`src/rtl/stack_ctrl_pkg.sv`:
```
// Shared encodings for the stack memory controller.
// The optional bounds checking is selected by STACK_CTRL_BOUNDS_CHECK_EN.
package stack_ctrl_pkg;

  localparam logic [1:0] OP_NOP  = 2'd0;
  localparam logic [1:0] OP_PUSH = 2'd1;
  localparam logic [1:0] OP_POP  = 2'd2;
  localparam logic [1:0] OP_POKE = 2'd3;

  localparam logic [1:0] ERR_NONE      = 2'd0;
  localparam logic [1:0] ERR_OVERFLOW  = 2'd1;
  localparam logic [1:0] ERR_UNDERFLOW = 2'd2;
  localparam logic [1:0] ERR_RANGE     = 2'd3;

  localparam logic [15:0] ADDR_RANGE_MASK = 16'hC000;

  typedef enum logic [1:0] {
    ST_IDLE   = 2'd0,
    ST_WRITE  = 2'd1,
    ST_SETTLE = 2'd2,
    ST_FAULT  = 2'd3
  } state_e;

  // The data memory only decodes 14 address bits.
  function automatic logic addr_out_of_range(input logic [15:0] addr);
    return (addr & ADDR_RANGE_MASK) != 16'h0000;
  endfunction

endpackage

```
`src/rtl/stack_bounds_check.sv`:
```
// Next-pointer computation and overflow/underflow/range checks for one request.
// Checks are reported only when STACK_CTRL_BOUNDS_CHECK_EN is defined.
module stack_bounds_check
  import stack_ctrl_pkg::*;
#(
  parameter logic [15:0] STACK_BASE  = 16'h0000,
  parameter logic [15:0] STACK_LIMIT = 16'h3FFF
) (
  input  logic [15:0] sp,
  input  logic [1:0]  op,
  output logic [15:0] sp_next,
  output logic [1:0]  err_code
);

`ifdef STACK_CTRL_BOUNDS_CHECK_EN
  localparam logic CHECK_EN = 1'b1;
`else
  localparam logic CHECK_EN = 1'b0;
`endif

  logic [1:0] raw_err_s;

  // Pointer after the operation and the first rule it would break.
  always_comb begin
    sp_next   = sp;
    raw_err_s = ERR_NONE;
    case (op)
      OP_PUSH: begin
        sp_next = sp + 16'd1;
        if (sp == STACK_LIMIT) begin
          raw_err_s = ERR_OVERFLOW;
        end else if (addr_out_of_range(sp_next)) begin
          raw_err_s = ERR_RANGE;
        end else begin
          raw_err_s = ERR_NONE;
        end
      end
      OP_POP: begin
        sp_next = sp - 16'd1;
        if (sp == STACK_BASE) begin
          raw_err_s = ERR_UNDERFLOW;
        end else if (addr_out_of_range(sp_next)) begin
          raw_err_s = ERR_RANGE;
        end else begin
          raw_err_s = ERR_NONE;
        end
      end
      OP_POKE: begin
        sp_next = sp;
        if (sp == STACK_BASE) begin
          raw_err_s = ERR_UNDERFLOW;
        end else if (addr_out_of_range(sp_next)) begin
          raw_err_s = ERR_RANGE;
        end else begin
          raw_err_s = ERR_NONE;
        end
      end
      default: begin
        sp_next   = sp;
        raw_err_s = ERR_NONE;
      end
    endcase
  end

  assign err_code = CHECK_EN ? raw_err_s : ERR_NONE;

endmodule

```
`src/rtl/stack_mem_ctrl.sv`:
```
// Stack-pointer controller: turns PUSH/POP/POKE into data-memory write sequences.
// Bounds checking and the FAULT state are active only with STACK_CTRL_BOUNDS_CHECK_EN.
module stack_mem_ctrl
  import stack_ctrl_pkg::*;
#(
  parameter logic [15:0] STACK_BASE  = 16'h0000,
  parameter logic [15:0] STACK_LIMIT = 16'h3FFF
) (
  input  logic        clk,
  input  logic        reset,
  input  logic        op_valid,
  input  logic [1:0]  op,
  input  logic [15:0] op_data,
  input  logic        err_clear,
  output logic        ready,
  output logic [15:0] tos,
  output logic [15:0] nos,
  output logic [15:0] depth,
  output logic [1:0]  err_code,
  output logic [15:0] mem_addr,
  output logic [15:0] mem_din,
  output logic        mem_wea,
  input  logic [15:0] mem_douta,
  input  logic [15:0] mem_doutb
);

  state_e      state_r, state_nx_s;
  logic [15:0] sp_r, sp_nx_s;
  logic [15:0] din_r, din_nx_s;
  logic [1:0]  err_r, err_nx_s;
  logic        wea_r;
  logic        ready_r;
  logic [15:0] depth_r;
  logic [15:0] chk_sp_s;
  logic [1:0]  chk_err_s;

  stack_bounds_check #(
    .STACK_BASE  (STACK_BASE),
    .STACK_LIMIT (STACK_LIMIT)
  ) u_bounds (
    .sp       (sp_r),
    .op       (op),
    .sp_next  (chk_sp_s),
    .err_code (chk_err_s)
  );

  // Next state, pointer, write data and error code.
  always_comb begin
    state_nx_s = state_r;
    sp_nx_s    = sp_r;
    din_nx_s   = din_r;
    err_nx_s   = err_r;
    case (state_r)
      ST_IDLE: begin
        if (op_valid && (op != OP_NOP)) begin
          if (chk_err_s != ERR_NONE) begin
            // A failing request is dropped whole: no pointer move, no write.
            state_nx_s = ST_FAULT;
            err_nx_s   = chk_err_s;
          end else if (op == OP_POP) begin
            sp_nx_s    = chk_sp_s;
            state_nx_s = ST_SETTLE;
          end else begin
            sp_nx_s    = chk_sp_s;
            din_nx_s   = op_data;
            state_nx_s = ST_WRITE;
          end
        end else begin
          state_nx_s = ST_IDLE;
        end
      end
      ST_WRITE:  state_nx_s = ST_SETTLE;
      ST_SETTLE: state_nx_s = ST_IDLE;
      ST_FAULT: begin
        if (err_clear) begin
          state_nx_s = ST_IDLE;
          err_nx_s   = ERR_NONE;
        end else begin
          state_nx_s = ST_FAULT;
        end
      end
      default: state_nx_s = ST_IDLE;
    endcase
  end

  // State and registered outputs, all derived from the next-state decision.
  always_ff @(posedge clk or posedge reset) begin
    if (reset) begin
      state_r <= ST_IDLE;
      sp_r    <= STACK_BASE;
      din_r   <= 16'h0000;
      err_r   <= ERR_NONE;
      wea_r   <= 1'b0;
      ready_r <= 1'b1;
      depth_r <= 16'h0000;
    end else begin
      state_r <= state_nx_s;
      sp_r    <= sp_nx_s;
      din_r   <= din_nx_s;
      err_r   <= err_nx_s;
      wea_r   <= (state_nx_s == ST_WRITE);
      ready_r <= (state_nx_s == ST_IDLE);
      depth_r <= sp_nx_s - STACK_BASE;
    end
  end

  assign ready    = ready_r;
  assign depth    = depth_r;
  assign err_code = err_r;
  assign mem_addr = sp_r;
  assign mem_din  = din_r;
  assign mem_wea  = wea_r;
  assign tos      = mem_douta;
  assign nos      = mem_doutb;

endmodule

```
`config.mk`:
```
export PLATFORM = sky130hd
export DESIGN_NAME = stack_mem_ctrl
export DESIGN_NICKNAME = d
export VERILOG_FILES = /design/src/rtl/stack_ctrl_pkg.sv /design/src/rtl/stack_bounds_check.sv /design/src/rtl/stack_mem_ctrl.sv
export SDC_FILE = /design/constraint.sdc
export NUM_CORES = 1
export LEC_CHECK = 0
export ABC_AREA = 1
export BUFFER_PORTS_ARGS = -buffer_cell sky130_fd_sc_hd__buf_2
export CAP_MARGIN = 5
export CORE_MARGIN = 1
export CORE_UTILIZATION = 41
export DETAILED_ROUTE_END_ITERATION = 12
export PLACE_DENSITY = 0.72
export SLEW_MARGIN = 20
export SYNTH_ARGS = -nofsm -noshare
export SYNTH_HDL_FRONTEND = slang
export SYNTH_SLANG_ARGS = --single-unit
```
`constraint.sdc`:
```
create_clock -name clk -period 1.8 [get_ports clk]
set_input_delay 0 -clock clk [delete_from_list [all_inputs] [get_ports clk]]
set_output_delay 0 -clock clk [all_outputs]
set_load 0.1 [all_outputs]
```
==> run_results.csv <==
group,metric,value,unit
setup_path,cp_max_fo,4,
routing,viasPerCell,4.73,
global_routing,grt_overflow,0,
die,die_area,7300,µm²
global_routing,antenna_found_initial,0,
routing,drt_iter0_drc,163,
die,ios,138,
setup_path,cp_slowest_cell,"dfrtp_4",
timing,fin_crit_sh,94.6,%
clock_network,htree_levels,2,
clock_network,tritoncts,"built",
timing,rsz0062_at_grt,"true",
logic_synthesis,synth_warnings,0,
setup_path,cpPeakStageDelay,0.51,ns
worst_hold_path,hp-class,"input port to output port",
routing,firstDrtPassIters,4,
logic_synthesis,synth.avg_cell_area,6.62,µm²
routing,vias,2669,
die,core_area,6760,µm²
timing,final_hold_viol_count,0,
logic_synthesis,synth_cell_types,32,
routing,wl_per_cell,12.1,µm
finish,syn_to_final_growth,16.7,%
place,hpwl,4.77,mm
outcome,status,"finished, final reports clean",
timing,setup-violations-final,0,
finish,fin_nets,541,
place,gp_congestion,0.889,
job,maxCapViolCount,0,
global_routing,grt_pass1_vias,2492,
logic_synthesis,synth.ff_latch_count,36,
clock_network,cts_max_path_buffers,2,
timing,maxSlewViolCount,0,
die,num_rows,30,
routing,antenna_left,0,
logic_synthesis,syn_inst,431,
place,port_buffers,71,
clock_network,insertion_delay,0.29,ns
logic_synthesis,ys_seq_area_share,31.6,%
timing,max_freq,587,MHz
setup_path,cp.arrival,1.87,ns
routing,wl,6.81,mm
setup_path,crit_chain,"inv_2 -> nand2_1 -> nand2_1 -> inv_1 -> ha_2 -> a21oi_2 -> inv_2 -> nand3_2 -> buf_4 -> nand3_1 -> nand3_1 -> o21ai_0",
global_routing,grt_usage,18.9,%
clock_network,clock-root-buffer,"clkbuf_8",
global_routing,grt_pass1_wl,11.1,mm
finish,drive_gt1_share,30.6,%
finish,antennaDiodeCount,0,
timing,min_period,1.70,ns
timing,finalClockSkew,0.0118,ns
clock_network,cts_buffers,5,
routing,drc,0,
clock_network,clk_pin_slew,0.08,ns
setup_path,start_kind,"flip-flop",
clock_network,clock_sinks,36,
die,start_util,42.2,%
die,die_w,85.4,µm
setup_path,crit_type,"flip-flop to flip-flop",
setup_path,crit_path_end_kind,"flip-flop",
die,die_h,85.4,µm
global_routing,grt_max_degree,37,
logic_synthesis,syn-cell-area,2850,µm²
timing,tns,0,ns
setup_path,cp.required,1.97,ns
[cell families (layout without fill, tap and decap cells)]
kind of cell / count (synthesis) / in the layout / synth area share (%)
adders and majority gates: 4 / 4 / 1.75
buffers and inverters: 112 / 164 / 22.7
AOI/OAI and AO/OA: 37 / 37 / 6.97
other: 1 / 2 / 0.131
xor gates and xnor gates: 4 / 4 / 1.49
DFF: 36 / 36 / 31.6
and+or+nand+nor: 237 / 237 / 35.4
[metrics by stage]
stage                     cell area, µm²  hold WS (ns)  worst slack (ns)  instances  util [%]
after floorplan                     2880         0.107          0.000124        432         -
after global placement              2990      0.000681            0.0632        532      44.3
after detailed placement            2990      0.000681            0.0325        532      44.3
after CTS                           3260      0.000681            0.0277        558      48.3
after global routing                3330      0.000173           -0.0386        564      49.3
final                               3330     0.0000386            0.0966        564      49.3
[layout by cell type (no fill, tap or decap), types with 8 or more instances in the layout]
| cell | n |
|---|---|
| nand2_1 | 154 |
| buf_2 | 71 |
| inv_1 | 46 |
| nand3_1 | 26 |
| nor2_1 | 25 |
| dfrtp_1 | 20 |
| a21oi_1 | 18 |
| dlygate4sd3_1 | 18 |
| nand2_2 | 14 |
| dfrtp_2 | 14 |
| buf_4 | 12 |
| o21ai_0 | 11 |
| nor2_2 | 8 |
[cell usage after synthesis]
| library cell | count | area [µm²] |
|---|---|---|
| a21oi_1 | 19 | 95.1 |
| a31oi_1 | 1 | 6.26 |
| and2_1 | 1 | 6.26 |
| buf_2 | 2 | 10.0 |
| buf_4 | 50 | 375 |
| buf_6 | 3 | 33.8 |
| buf_8 | 1 | 15.0 |
| clkbuf_1 | 4 | 15.0 |
| clkinv_1 | 1 | 3.75 |
| conb_1 | 1 | 3.75 |
| dfrtp_1 | 35 | 876 |
| dfstp_2 | 1 | 26.3 |
| ha_1 | 4 | 50.1 |
| inv_1 | 48 | 180 |
| inv_2 | 2 | 7.51 |
| inv_4 | 1 | 6.26 |
| nand2_1 | 160 | 601 |
| nand2_2 | 8 | 50.1 |
| nand2_4 | 2 | 22.5 |
| nand3_1 | 27 | 135 |
| nand4_1 | 1 | 6.26 |
| nor2_1 | 25 | 93.8 |
| nor2_2 | 8 | 50.1 |
| nor2_4 | 3 | 33.8 |
| nor3_1 | 1 | 5.00 |
| o21ai_0 | 11 | 55.1 |
| o21bai_2 | 1 | 11.3 |
| o22ai_1 | 5 | 31.3 |
| or2_2 | 1 | 6.26 |
| xnor2_1 | 2 | 17.5 |
| xor2_1 | 1 | 8.76 |
| xor2_2 | 1 | 16.3 |
[layer usage]
layer / wire length, µm / vias to the layer above / global-route usage (%) / share of wire (%)
met5: 0 / - / 0 / 0
met1: 2980 / 1196 / 24.9 / 44
met3: 487 / 12 / 4.18 / 7.2
li1: - / 1363 / - / -
met4: 69 / 0 / 4.70 / 1.0
met2: 3270 / 98 / 31.6 / 48
[final timing paths]
path	startpoint	to	slack [ns]	cells past startpoint
max	depth[1]	depth[6]	0.1	12
min	mem_doutb[5]	nos[5]	0.00004	0
max reg2reg	depth[1]	depth[6]	0.1	12
min reg2reg	mem_din[2]	mem_din[2]	0.47	2
max in group asynchronous	reset	depth[1]	1.07	4
min in group asynchronous	reset	mem_din[3]	0.37	4
[area by class of cell]
class	instances	area, µm²
Sequential cell	36	923
Tap cell	80	100
Fill cell	683	3420
Multi-Input combinational cell	284	1340
Inverter	52	198
Clock inverter	3	21.3
Timing Repair Buffer	104	686
Clock buffer	5	68.8
[flip-flops by register name, indices dropped and copies added (netlist names)]
name     cells
depth       16
mem_din     16
state_r      2
mem_wea      1
ready        1
[critical path, delay by kind of cell (launching register included)]
kind	cells	cell delay, ns
adders and majority gates	1	0.17
DFF	1	0.51
AOI/OAI and AO/OA	2	0.20
and+or+nand+nor	5	0.42
buffers and inverters	4	0.29
[repair_timing]
| item | 4_1_cts | 5_1_grt |
|---|---|---|
| gates resized for setup | 0 | 11 |
| setup endpoints to repair | 0 | 6 |
| setup buffers | 0 | 6 |
| endpoints found under the hold margin | 52 | 0 |
| hold buffers | 18 | 0 |
Power is left out: the tool's default activity adds up to more than one toggle a clock period on the data nets, which glitch-free logic cannot reach.
